<file path="src/rtl/fetch_queue.sv">
// fetch_queue: IF/ID stage buffer. A DEPTH-entry FIFO of {pc, instruction}
// pairs absorbs fetch words while decode is stalled. A registered output
// stage drives decode. A taken branch empties the queue and issues a train
// of 1+FLUSH_BUBBLES bubbles.
module fetch_queue #(
  parameter int                XLEN          = 32,
  parameter int                DEPTH         = 4,
  parameter int                FLUSH_BUBBLES = 2,
  parameter logic [XLEN-1:0]   BUBBLE_INSN   = '0
) (
  input  logic                       clk,
  input  logic                       rst,
  input  logic                       in_valid,
  input  logic [XLEN-1:0]            pc_if,
  input  logic [XLEN-1:0]            instruction_if,
  output logic                       in_ready,
  input  logic                       hold,
  input  logic                       if_flush,
  output logic                       out_valid,
  output logic [XLEN-1:0]            pc_id,
  output logic [XLEN-1:0]            instruction_id,
  output logic [$clog2(DEPTH+1)-1:0] count
);

  localparam int CW = $clog2(DEPTH + 1);
  localparam int PW = $clog2(DEPTH);
  localparam int BW = 4;
  localparam logic [CW-1:0] FULL    = CW'(DEPTH);
  localparam logic [BW-1:0] BUB_LEN = BW'(FLUSH_BUBBLES);

  // Each entry is packed as {pc, instruction}.
  logic [2*XLEN-1:0] mem_q [DEPTH];
  logic [2*XLEN-1:0] mem_d [DEPTH];
  logic [PW-1:0]     wr_ptr_q, wr_ptr_d;
  logic [PW-1:0]     rd_ptr_q, rd_ptr_d;
  logic [CW-1:0]     count_q, count_d;
  logic [BW-1:0]     bub_cnt_q, bub_cnt_d;
  logic              out_valid_q, out_valid_d;
  logic [XLEN-1:0]   pc_id_q, pc_id_d;
  logic [XLEN-1:0]   insn_id_q, insn_id_d;
  logic              push, pop;
  logic              in_ready_c;

  // During the bubble phase inputs are sunk, so the queue always reports ready.
  assign in_ready_c = (bub_cnt_q != '0) || (count_q != FULL);

  // Next-state: flush beats bubble phase, which beats hold, which beats normal flow.
  always_comb begin
    mem_d       = mem_q;
    wr_ptr_d    = wr_ptr_q;
    rd_ptr_d    = rd_ptr_q;
    count_d     = count_q;
    bub_cnt_d   = bub_cnt_q;
    out_valid_d = out_valid_q;
    pc_id_d     = pc_id_q;
    insn_id_d   = insn_id_q;
    push        = 1'b0;
    pop         = 1'b0;

    if (if_flush) begin
      wr_ptr_d    = '0;
      rd_ptr_d    = '0;
      count_d     = '0;
      bub_cnt_d   = BUB_LEN;
      out_valid_d = 1'b0;
      pc_id_d     = pc_if;
      insn_id_d   = BUBBLE_INSN;
    end else if (bub_cnt_q != '0) begin
      // A stalled decode freezes the bubble train so no bubble is skipped.
      if (!hold) begin
        bub_cnt_d   = bub_cnt_q - BW'(1);
        out_valid_d = 1'b0;
        pc_id_d     = pc_if;
        insn_id_d   = BUBBLE_INSN;
      end
    end else if (hold) begin
      push = in_valid && (count_q != FULL);
    end else begin
      if (count_q != '0) begin
        pop                    = 1'b1;
        {pc_id_d, insn_id_d}   = mem_q[rd_ptr_q];
        out_valid_d            = 1'b1;
        // Full blocks the push, so push and pop never coincide on a full queue.
        push                   = in_valid && (count_q != FULL);
      end else if (in_valid) begin
        pc_id_d     = pc_if;
        insn_id_d   = instruction_if;
        out_valid_d = 1'b1;
      end else begin
        out_valid_d = 1'b0;
        insn_id_d   = BUBBLE_INSN;
      end
    end

    if (push) begin
      mem_d[wr_ptr_q] = {pc_if, instruction_if};
      wr_ptr_d        = wr_ptr_q + PW'(1);
    end
    if (pop) begin
      rd_ptr_d = rd_ptr_q + PW'(1);
    end
    if (push && !pop) begin
      count_d = count_q + CW'(1);
    end else if (pop && !push) begin
      count_d = count_q - CW'(1);
    end
  end

  // State registers; reset clears every entry so nothing survives a mid-queue reset.
  always_ff @(posedge clk or posedge rst) begin
    if (rst) begin
      mem_q       <= '{default: '0};
      wr_ptr_q    <= '0;
      rd_ptr_q    <= '0;
      count_q     <= '0;
      bub_cnt_q   <= '0;
      out_valid_q <= 1'b0;
      pc_id_q     <= '0;
      insn_id_q   <= BUBBLE_INSN;
    end else begin
      mem_q       <= mem_d;
      wr_ptr_q    <= wr_ptr_d;
      rd_ptr_q    <= rd_ptr_d;
      count_q     <= count_d;
      bub_cnt_q   <= bub_cnt_d;
      out_valid_q <= out_valid_d;
      pc_id_q     <= pc_id_d;
      insn_id_q   <= insn_id_d;
    end
  end

  assign in_ready       = in_ready_c;
  assign out_valid      = out_valid_q;
  assign pc_id          = pc_id_q;
  assign instruction_id = insn_id_q;
  assign count          = count_q;

endmodule

</file>
<file path="config.mk">
export PLATFORM = sky130hd
export DESIGN_NAME = fetch_queue
export DESIGN_NICKNAME = d
export VERILOG_FILES = /design/src/rtl/fetch_queue.sv
export SDC_FILE = /design/constraint.sdc
export NUM_CORES = 1
export LEC_CHECK = 0
export CORE_MARGIN = 5
export CORE_UTILIZATION = 42
export CTS_BUF_LIST = sky130_fd_sc_hd__clkbuf_16
export CTS_CLUSTER_DIAMETER = 60
export DETAILED_ROUTE_END_ITERATION = 8
export GPL_ROUTABILITY_DRIVEN = 1
export SLEW_MARGIN = 15
export SYNTH_ARGS = -nofsm -noshare
export SYNTH_HDL_FRONTEND = slang
export SYNTH_SLANG_ARGS = --single-unit
</file>
<file path="constraint.sdc">
create_clock -name clk -period 12.05 [get_ports clk]
set_clock_uncertainty 0.1 [all_clocks]
set_input_delay 1.205 -clock clk [delete_from_list [all_inputs] [get_ports clk]]
set_output_delay 1.205 -clock clk [all_outputs]
set_load 0.1 [all_outputs]
</file>
==> Yosys cells after proc, flatten, opt, wreduce, memory -nomap -nowiden <==
Index checks and enable logic that the tools add are counted.
{ "totals": {"ff_bits": 332, "wordCells": 80, "out_inout_bits": 69, "input_bits": 69} }
{ "classes": {"bitwise": 2, "n_eq_ne": 2, "muxes": 41, "addsub": 5, "n_reduce_logical": 16, "magnitude_cmp": 3} }
{ "op_table": {"columns": ["op", "n"], "rows": [
  ["$mux 32", 12],
  ["$bwmux 256", 1],
  ["$mux 64", 3],
  ["$bmux 64 s2", 1],
  ["$demux 64 s2", 1],
  ["$mux 1", 14],
  ["$mux 4", 3],
  ["$mux 3", 3],
  ["$reduce_bool 4->1", 2],
  ["$ge 3x3->1 const B", 2],
  ["$mux 2", 3],
  ["$not 2->3", 2],
  ["$reduce_bool 2->1", 3],
  ["$reduce_bool 3->1", 2],
  ["$add 2x1->2 const B", 2],
  ["$logic_and 1x1->1", 4],
  ["$reduce_and 2->1", 2],
  ["$sub 4x1->4 const B", 1],
  ["$add 3x1->3 const B", 1],
  ["$lt 3x1->1 const B", 1],
  ["$ne 3x3->1 const B", 1],
  ["$sub 3x1->3 const B", 1],
  ["$logic_not 1->1", 2],
  ["$ne 2x1->1 const B", 1],
  ["$logic_or 1x1->1", 1]
]} }

==> Depth between registers and ports, before layout <==
Gate-level depths: netlist of run 1.
{ "depth": {"depth_word": 10, "ltp_mapped": 8, "depth_no_buf": 6} }

==> Least setup slack after synthesis of run 1 <==
No wires, ideal clock.
{ "synth_path": {"kind": "flip-flop to output port", "start": "reg count_q[0] (netlist: count[0])", "end": "out in_ready", "slack_ps": 8645, "t_required_ps": 10745, "stages_incl_launch_ff": 4, "arrival_ps": 2100, "path_buffers": 0, "cell_sequence": "dfrtp_1 > inv_1 > ha_1 > nand3_1"} }
{ "synth_via": {"elab_chain_cells": 2} }
{ "synth_rtl": {"columns": ["element", "line", "rtl"], "rows": [
  ["from (decl)", "36", "logic [CW-1:0] count_q, count_d;"],
  ["from (signal assigned)", "124", "count_q <= count_d;"],
  ["$ne 3x3->1", "45", "assign in_ready_c = (bub_cnt_q != '0) || (count_q != FULL);"],
  ["$logic_or 1x1->1", "45", null],
  ["to (decl)", "16", "output logic in_ready,"]
]} }
No other way between the ends.

==> Worst setup path after layout of run 1 <==
{ "layout_path": {"start": "reg bub_cnt_q[0]", "end": "out in_ready"} }
{ "layout_via": {"elab_chain_cells": 2} }
{ "layout_rtl": {"columns": ["element", "line", "rtl"], "rows": [
  ["from (decl)", "37", "logic [BW-1:0] bub_cnt_q, bub_cnt_d;"],
  ["from (signal assigned)", "125", "bub_cnt_q <= bub_cnt_d;"],
  ["$reduce_bool 4->1", "45", null],
  ["$logic_or 1x1->1", "45", null]
]} }
No other way between the ends.

==> metrics, run 1 <==
diode count=0; Die Ht=196.2 um; setup TNS=0 ps; routed len/inst=19.98 um; Most used DFF post-synth=dfrtp_1; count leader, synth=dfrtp_1; vias=8,293; Post-synth EDFFs=0; Synth area leaders=dfrtp_1, mux2_2, mux4_2; Fmax=roughly 230 MHz; Setup CP Type=reg2out; MaxCap Viol Count=0; RSZ-0062 raised after global routing=no; Synthesized Nets=1,024; Die ar.=around 39,000 um2; Site Rows=68; slew margin rel.=a little over a quarter; final critical-path setup slack=7713 ps; I/O Buffers=137; CP required=10,740 ps; clk sinks=332; Pleak=8.288 nW; startpoint types=register; Slew @ Worst Pin=1102 ps; Seq/Total Area, Yosys=57.04%; drt drc=0; Post-CTS Resized=0; Root Driver=clkbuf_16; CTS H-tree lvls=2; initial antenna violation count=3; Post-CTS Setup Bufs=0; Cells after Synth=947; TritonCTS clock tree=built; critical path arrival=3030 ps; routability congestion estimate=0.7095; hold buffers post-CTS=0; clk buf depth=3; overall power=2.977 mW; fin crit period=4337 ps; synth-to-layout area growth=19.60%; Core Area=between 30,000 and 40,000 um2; final wirelength=approximately 31,000 um; Ys Warns=0; fillcell total=a little under 3k; area leader, netlist=dfrtp_1; Synth Area per Inst=15.38 um2; drt initial violations=240; Slowest-stage cell, CP=clkdlybuf4s50_1; Hold Violations, Final=0; Slew Limit Fails=0; share of cells above drive strength 1=33.39%; fin crit share=35.99%; Worst path max stage delay=1000 ps; overflow left after global routing=0; cells along the critical path=inv_1, ha_1, nor3b_1, nand3_1, clkdlybuf4s50_1; synth unique cells=38; VDD IR max=0.00009560 V; Critical path buffers and inverters=2; CTS clk-pin slew, worst paths=60 ps; Routed Antenna Nets=0; clk_lat worst skew=approximately 510 ps; P per Cell Area=170.9 nW/um2; largest net degree at the start of global routing=115; detail-routed via count per cell=5.337; post-DP HPWL=17,550 um; vias in the first global route=approximately 9k; DRT Pass-1 Iters=4; CP endpoint kind=output port; outcome=finished clean; Inserted Clock Buffers=37; ys async rst share=100.0%; Total Routing Usage GR=roughly 16%; Worst Path Max Fanout=6; worst min path class=reg2reg; DP Worst Slack=7581 ps; kind of cell adding the most delay to the critical path=buffers and inverters; Ports=~140; Mapped Area=14,560 um2; global-route wire length before repair=just over 50,000 um; hold_ws=378.5 ps; Final setup viols=0; fin nets=1,154; initial core utilization=between 40% and 50%; Synth top area share=57.04%; die width=196.2 um; post-synthesis register bit count=332; Synth top cells by count=dfrtp_1, mux2_2, mux4_2
-- layout make-up --
cell class	count	area (um2)	area share (%)
Clock buffer	38	950.9	5.459
Multi-Input combinational cell	543	5956	34.19
Inverter	13	56.30	0.3232
Tap cell	455	569.3	3.268
Sequential cell	332	8313	47.72
Timing Repair Buffer	150	1473	8.454
Clock inverter	23	101.3	0.5818
-- cell usage in the layout, fill, tap and decap left out, types with 4 or more instances in the layout --
cell / n
clkbuf_16: 38
a21oi_1: 4
nand2_4: 4
mux2_2: 234
clkdlybuf4s50_1: 137
o21ai_0: 33
mux2_1: 22
nor2_1: 7
a221o_1: 32
inv_1: 30
dfrtp_1: 330
ha_1: 8
mux4_2: 64
nor2b_1: 34
nand2_1: 35
mux2i_1: 35
buf_4: 12
-- worst paths after layout --
kind / depth (start not counted) / slack, ps / end / from
setup / recovery: 5 / 7710 / in_ready / bub_cnt_q[0]$_DFFE_PP0P_
hold / removal: 2 / 380 / pc_id[6]$_DFFE_PP0P_ / pc_id[6]$_DFFE_PP0P_
setup reg to reg: 4 / 9260 / pc_id[1]$_DFFE_PP0P_ / rd_ptr_q[0]$_DFFE_PP0P_
hold reg to reg: 2 / 380 / pc_id[6]$_DFFE_PP0P_ / pc_id[6]$_DFFE_PP0P_
max in group asynchronous: 4 / 8680 / mem_q[5]$_DFFE_PP0P_ / rst
min in group asynchronous: 2 / 1140 / count[0]$_DFFE_PP0P_ / rst
-- power breakdown --
| group | internal (mW) | switching, mW | leakage (nW) |
|---|---|---|---|
| Sequential | 1.26 | 0.0785 | 4.47 |
| Clock | 0.565 | 0.421 | 0.582 |
| Combinational | 0.296 | 0.360 | 3.23 |
| Total | 2.12 | 0.860 | 8.29 |
-- per-stage QoR --
stage	util (%)	instance area (um2)	instances
global route	50.68	17420	1554
detailed placement	47.60	16360	1493
global placement	47.60	16360	1493
floorplan	-	14560	947
CTS	50.67	17420	1554
finish	50.68	17420	1554
-- worst min-delay path, delay by kind of cell (launching register included) --
kind	cells	cell delay, ps
AND/OR/NAND/NOR	1	40
AO/OA/AOI/OAI	1	60
flip-flops	1	340
-- per-layer routing --
| metal | routed length, um | share of wire [%] | track usage (%) |
|---|---|---|---|
| met1 | 14070 | 45 | 22.20 |
| met2 | 15220 | 49 | 27.27 |
| met5 | 32 | 0.10 | 0 |
| met4 | 574 | 1.8 | 3.491 |
| met3 | 1144 | 3.7 | 3.503 |
-- flip-flops by register name (all words and copies together) (netlist names) --
signal and count:
count 3, rd_ptr_q 2, instruction_id 32, bub_cnt_q 4, wr_ptr_q 2, mem_q 256
out_valid 1, pc_id 32
-- logic make-up (layout without fill, tap and decap cells) --
family,after synthesis,after routing,share of synthesized area (%)
xor gates and xnor gates,4,4,0.2406
adders and majority gates,8,8,0.6873
AOI/OAI and AO/OA,79,79,4.098
and+or+nand+nor,97,97,3.668
DFF,332,332,57.04
buffers and inverters,72,224,2.165
muxes,355,355,32.10
Power figures use the tool's default switching activity.
==> run 2, diff against run 1 <==
==> constraint.sdc (replaced) <==
create_clock -name clk -period 4.44 [get_ports clk]
set_clock_uncertainty 0.1 [all_clocks]
set_input_delay 0.444 -clock clk [delete_from_list [all_inputs] [get_ports clk]]
set_output_delay 0.444 -clock clk [all_outputs]
set_load 0.1 [all_outputs]
==> metrics, run 2 (synthesis gave the netlist of run 1 again) <==
DRT Pass-1 Iters=4; FF-to-FF Start=bub_cnt_q[0]$_DFFE_PP0P_; Die ar.=38,500 um2; Inserted Clock Buffers=38; routed len/inst=19.91 um; fin crit share=around 80%; fin nets=1,162; clk sinks=332; most used routing layer in global routing=met2; post-DP HPWL=19,420 um; final wirelength=31,180 um; CTS clk-pin slew, worst paths=60 ps; critical path arrival=3000 ps; net switching power=2.428 mW; Final setup viols=0; share of cells above drive strength 1=34.65%; Clk pwr share=~35%; most flop-heavy register=mem_q; DP Area=16,480 um2; overflow left after global routing=0; Post-CTS Resized=0; Reg2Reg Setup Slack=1590 ps; Slew @ Worst Pin=1100 ps; met3 Use GR=3.057%; Pint=5.960 mW; Site Rows=between 60 and 70; startpoint types=register; Cells after DPL=1,500; Hold Violations, Final=0; met2 global-route usage=26.87%; commonest non-fill, non-tap cells in the layout=dfrtp_1, mux2_2, clkdlybuf4s50_1, mux4_2, clkbuf_16; Total Routing Usage GR=approximately 17%; I/O Buffers=approximately 140; Slew Limit Fails=0; post-route cell area=17,660 um2; hold_ws=334.0 ps; drt initial violations=~370; routability congestion estimate=0.7404; R2R Path End=mem_q[245]$_DFFE_PP0P_; synth-to-layout area growth=21.27%; outcome=finished clean; hold buffers post-CTS=0; CTS H-tree lvls=2; max reg flops=256; TritonCTS clock tree=built; GR Layer Usage met1=roughly a quarter; VDD IR max=0.0002625 V; Flop pwr share=43.2%; vias in the first global route=9,026; initial antenna violation count=2; clk_lat worst skew=530 ps; Die Ht=196.2 um; clk buf depth=3; global-route wire length before repair=51,320 um; Routed Antenna Nets=0; largest net degree at the start of global routing=92; MaxCap Viol Count=0; Root Driver=clkbuf_16; fin crit period=3543 ps; Core Area=roughly 34,000 um2; worst min path class=in2async; CP required=approximately 4000 ps; Setup CP Type=reg2out; Worst Path Max Fanout=6; slew margin rel.=26.64%; vias=8,372; Pleak=8.357 nW; die width=196.2 um; detail-routed via count per cell=5.346; final instance count without filler cells=1,566; drt drc=0; most common cell after layout, fill and taps aside=dfrtp_1; P per Cell Area=474.9 nW/um2; CP endpoint kind=output port; Combinational Power Share=21.4%; RSZ-0062 raised after global routing=no; Ports=138; R2R cell count=6; diode count=0; final core occ=about half; Sw Ratio=28.95%; initial core utilization=42.37%; Fmax=282.3 MHz; Post-CTS Setup Bufs=0
[run 2: cell count changes in the layout (fill, tap and decap cells not counted), moves of 2 or more]
cell and delta:
clkinv_2 +3, clkinvlp_4 +4, inv_6 +2, buf_4 +2, inv_1 -10, bufinv_16 +3, buf_12 +6, clkinv_1 +3
[run 2: how the worst max path moves through the flow]
stage	startpoint	endpoint
final	bub_cnt_q[0]$_DFFE_PP0P_	in_ready
after global routing	bub_cnt_q[0]$_DFFE_PP0P_	in_ready
after CTS	bub_cnt_q[0]$_DFFE_PP0P_	in_ready
after detailed placement	if_flush	mem_q[239]$_DFFE_PP0P_
after global placement	if_flush	mem_q[250]$_DFFE_PP0P_
after floorplan	rst	bub_cnt_q[0]$_DFFE_PP0P_
[run 2: routing by layer]
layer / wire length (um) / vias up
met5: 27 / -
met4: 620 / 4
met3: 1141 / 54
met2: 15100 / 157
met1: 14290 / 4353
li1: - / 3804
[run 2: stage by stage]
| step | worst slack [ps] | power [mW] | TNS (ps) |
|---|---|---|---|
| 2_1_floorplan | -538.6 | 5.021 | -178830 |
| 3_3_place_gp | 1279 | 5.463 | 0 |
| 3_5_place_dp | 1248 | 5.492 | 0 |
| 4_1_cts | 875.2 | 8.514 | 0 |
| 5_1_grt | 707.2 | 8.790 | 0 |
| 6_report | 897.4 | 8.388 | 0 |
[run 2: critical path, cell delays in order, from the launching register on]
cell	delay, ps
dfrtp_1	410
inv_1	70
ha_1	230
nor3b_1	630
nand3_1	150
clkdlybuf4s50_1	1000
[run 2: cell type report]
class	instances	area [um2]
sequential	332	8313
multi-input combinational	543	5951
fill	2926	16710
tap	455	569.3
clock buffer	38	950.9
timing repair buffer	157	1597
inverter	13	52.55
clock inverter	28	229.0
[run 2: power by group through the flow]
| stage | clock network (mW) | registers, mW | logic (mW) |
|---|---|---|---|
| after floorplan | 0 | 4.12 | 0.897 |
| after global placement | 0 | 3.67 | 1.79 |
| after detailed placement | 0 | 3.68 | 1.81 |
| after CTS | 3.07 | 3.63 | 1.82 |
| after global routing | 3.20 | 3.67 | 1.92 |
| final | 2.97 | 3.63 | 1.79 |
==> run 3, diff against run 2 <==
==> constraint.sdc (replaced) <==
create_clock -name clk -period 3.3 [get_ports clk]
set_clock_uncertainty 0.1 [all_clocks]
set_input_delay 0.33 -clock clk [delete_from_list [all_inputs] [get_ports clk]]
set_output_delay 0.33 -clock clk [all_outputs]
set_load 0.1 [all_outputs]
==> metrics, run 3 (synthesis gave the netlist of run 1 again) <==
outcome=finished clean; final core occ=between 50% and 60%; CP startpoint=bub_cnt_q[0]$_DFFE_PP0P_; fin crit share=about 81%; critical path arrival=2230 ps; Slowest-stage cell, CP=nor3b_1; clk buf depth=3; DRT Pass-1 Iters=4; max reg flops=around 260; final wirelength=roughly 31,000 um; global-route wire length before repair=51,160 um; Fmax=375.4 MHz; FF-to-FF Start=bub_cnt_q[0]$_DFFE_PP0P_; Post-CTS Setup Bufs=0; R2R Path End=mem_q[57]$_DFFE_PP0P_; Slew Limit Fails=0; Inserted Clock Buffers=37; drt drc=0; clk sinks=around 330; detail-routed via count per cell=between 5 and 6; Routed Antenna Nets=0; RSZ-0062 raised after global routing=no; MaxCap Viol Count=0; Slew @ Worst Pin=990.8 ps; Die Ht=196.2 um; clk_lat worst skew=510 ps; CTS H-tree lvls=2; hold_ws=97.31 ps; diode count=0; Final setup viols=0; Die ar.=38,500 um2; CTS clk-pin slew, worst paths=60 ps; fin nets=about 1.2k; share of cells above drive strength 1=between 30% and 40%; vias in the first global route=8,923; post-DP HPWL=19,470 um; Post-CTS Resized=0; Worst setup endpoint=in_ready; Worst path max stage delay=580 ps; Cells after DPL=1,504; initial antenna violation count=3; TritonCTS clock tree=built; slew margin rel.=between 30% and 40%; CP required=2870 ps; CP endpoint kind=output port; VDD IR max=0.0004263 V; overflow left after global routing=0; cells along the critical path=inv_1, ha_1, nor3b_1, nand3_1, buf_4; Core Area=~34,000 um2; hold buffers post-CTS=0; routability congestion estimate=roughly 0.7; largest net degree at the start of global routing=95; final instance count without filler cells=1,567; max layer used=met5; synth-to-layout area growth=21.78%; Reg2Reg Setup Slack=740 ps; Ports=138; Setup CP Type=reg2out; final critical-path setup slack=636.0 ps; most flop-heavy register=mem_q; P per Cell Area=635.1 nW/um2; Hold Violations, Final=0; initial core utilization=a little over two fifths; Worst Path Max Fanout=6; R2R cell count=7; I/O Buffers=137; fin crit period=2664 ps; post-route cell area=approximately 18,000 um2; startpoint types=register; worst min path class=in2async; vias=approximately 8.4k; DP Area=16,580 um2; commonest non-fill, non-tap cells in the layout=dfrtp_1, mux2_2, clkdlybuf4s50_1, mux4_2, clkbuf_16; Total Routing Usage GR=16.41%; Pleak=8.423 nW; DP Worst Slack=596.7 ps; die width=196.2 um; fillcell total=2,928; Met2 Routed Length=15,070 um; met3 routed WL=1400 um; Site Rows=68; most common cell after layout, fill and taps aside=dfrtp_1; routed len/inst=roughly 20 um; drt initial violations=345; Root Driver=clkbuf_16; M1 WL=roughly 14,000 um
[run 3: changes by cell type in the layout (fill, tap and decap cells not counted)]
cell	change
clkinv_4	-1
clkdlybuf4s50_1	-2
inv_6	-1
clkinv_1	+1
clkinv_8	-1
buf_12	+6
inv_1	+3
clkbuf_16	+1
clkinvlp_4	-3
clkinv_2	-2
[run 3: layer usage]
| layer | vias up | GRT usage, % |
|---|---|---|
| met5 | - | 0 |
| met4 | 6 | 3.543 |
| met3 | 46 | 3.452 |
| met2 | 141 | 26.50 |
| met1 | 4374 | 23.15 |
| li1 | 3801 | - |
[run 3: final cells by class]
type / count / area, um2 / area share [%]
repair buffers: 161 / 1697 / 9.566
clock inverters: 24 / 177.7 / 1.002
multi-input cells: 543 / 5951 / 33.55
inverters: 13 / 52.55 / 0.2963
flip-flops and latches: 332 / 8313 / 46.87
clock buffers: 39 / 975.9 / 5.503
well taps: 455 / 569.3 / 3.210
[run 3: how the worst min path moves through the flow]
stage,start,end,depth (start not counted)
2_1_floorplan,mem_q[107]$_DFFE_PP0P_,mem_q[107]$_DFFE_PP0P_,1
3_3_place_gp,pc_id[6]$_DFFE_PP0P_,pc_id[6]$_DFFE_PP0P_,2
3_5_place_dp,pc_id[6]$_DFFE_PP0P_,pc_id[6]$_DFFE_PP0P_,2
4_1_cts,rst,rd_ptr_q[0]$_DFFE_PP0P_,2
5_1_grt,rst,mem_q[163]$_DFFE_PP0P_,2
6_report,rst,rd_ptr_q[0]$_DFFE_PP0P_,2
[run 3: critical path: cells and delay by family, from the launching register on]
kind                       cells  cell delay, ps
adders and majority gates      1             240
DFF                            1             400
and+or+nand+nor                2             750
buffers and inverters          2             330
[run 3: power breakdown]
group	total [mW]	switching (mW)	internal (mW)	leakage, nW
registers	4.87	0.282	4.59	4.47
logic	2.45	1.35	1.10	3.34
clock network	3.95	1.59	2.35	0.607
total	11.3	3.23	8.04	8.42
[run 3: stage by stage]
| step | TNS [ps] | power (mW) |
|---|---|---|
| 3_5_place_dp | 0 | 7.414 |
| 6_report | 0 | 11.26 |
| 3_3_place_gp | 0 | 7.366 |
| 4_1_cts | 0 | 11.42 |
| 5_1_grt | 0 | 11.77 |
| 2_1_floorplan | -519460 | 6.755 |
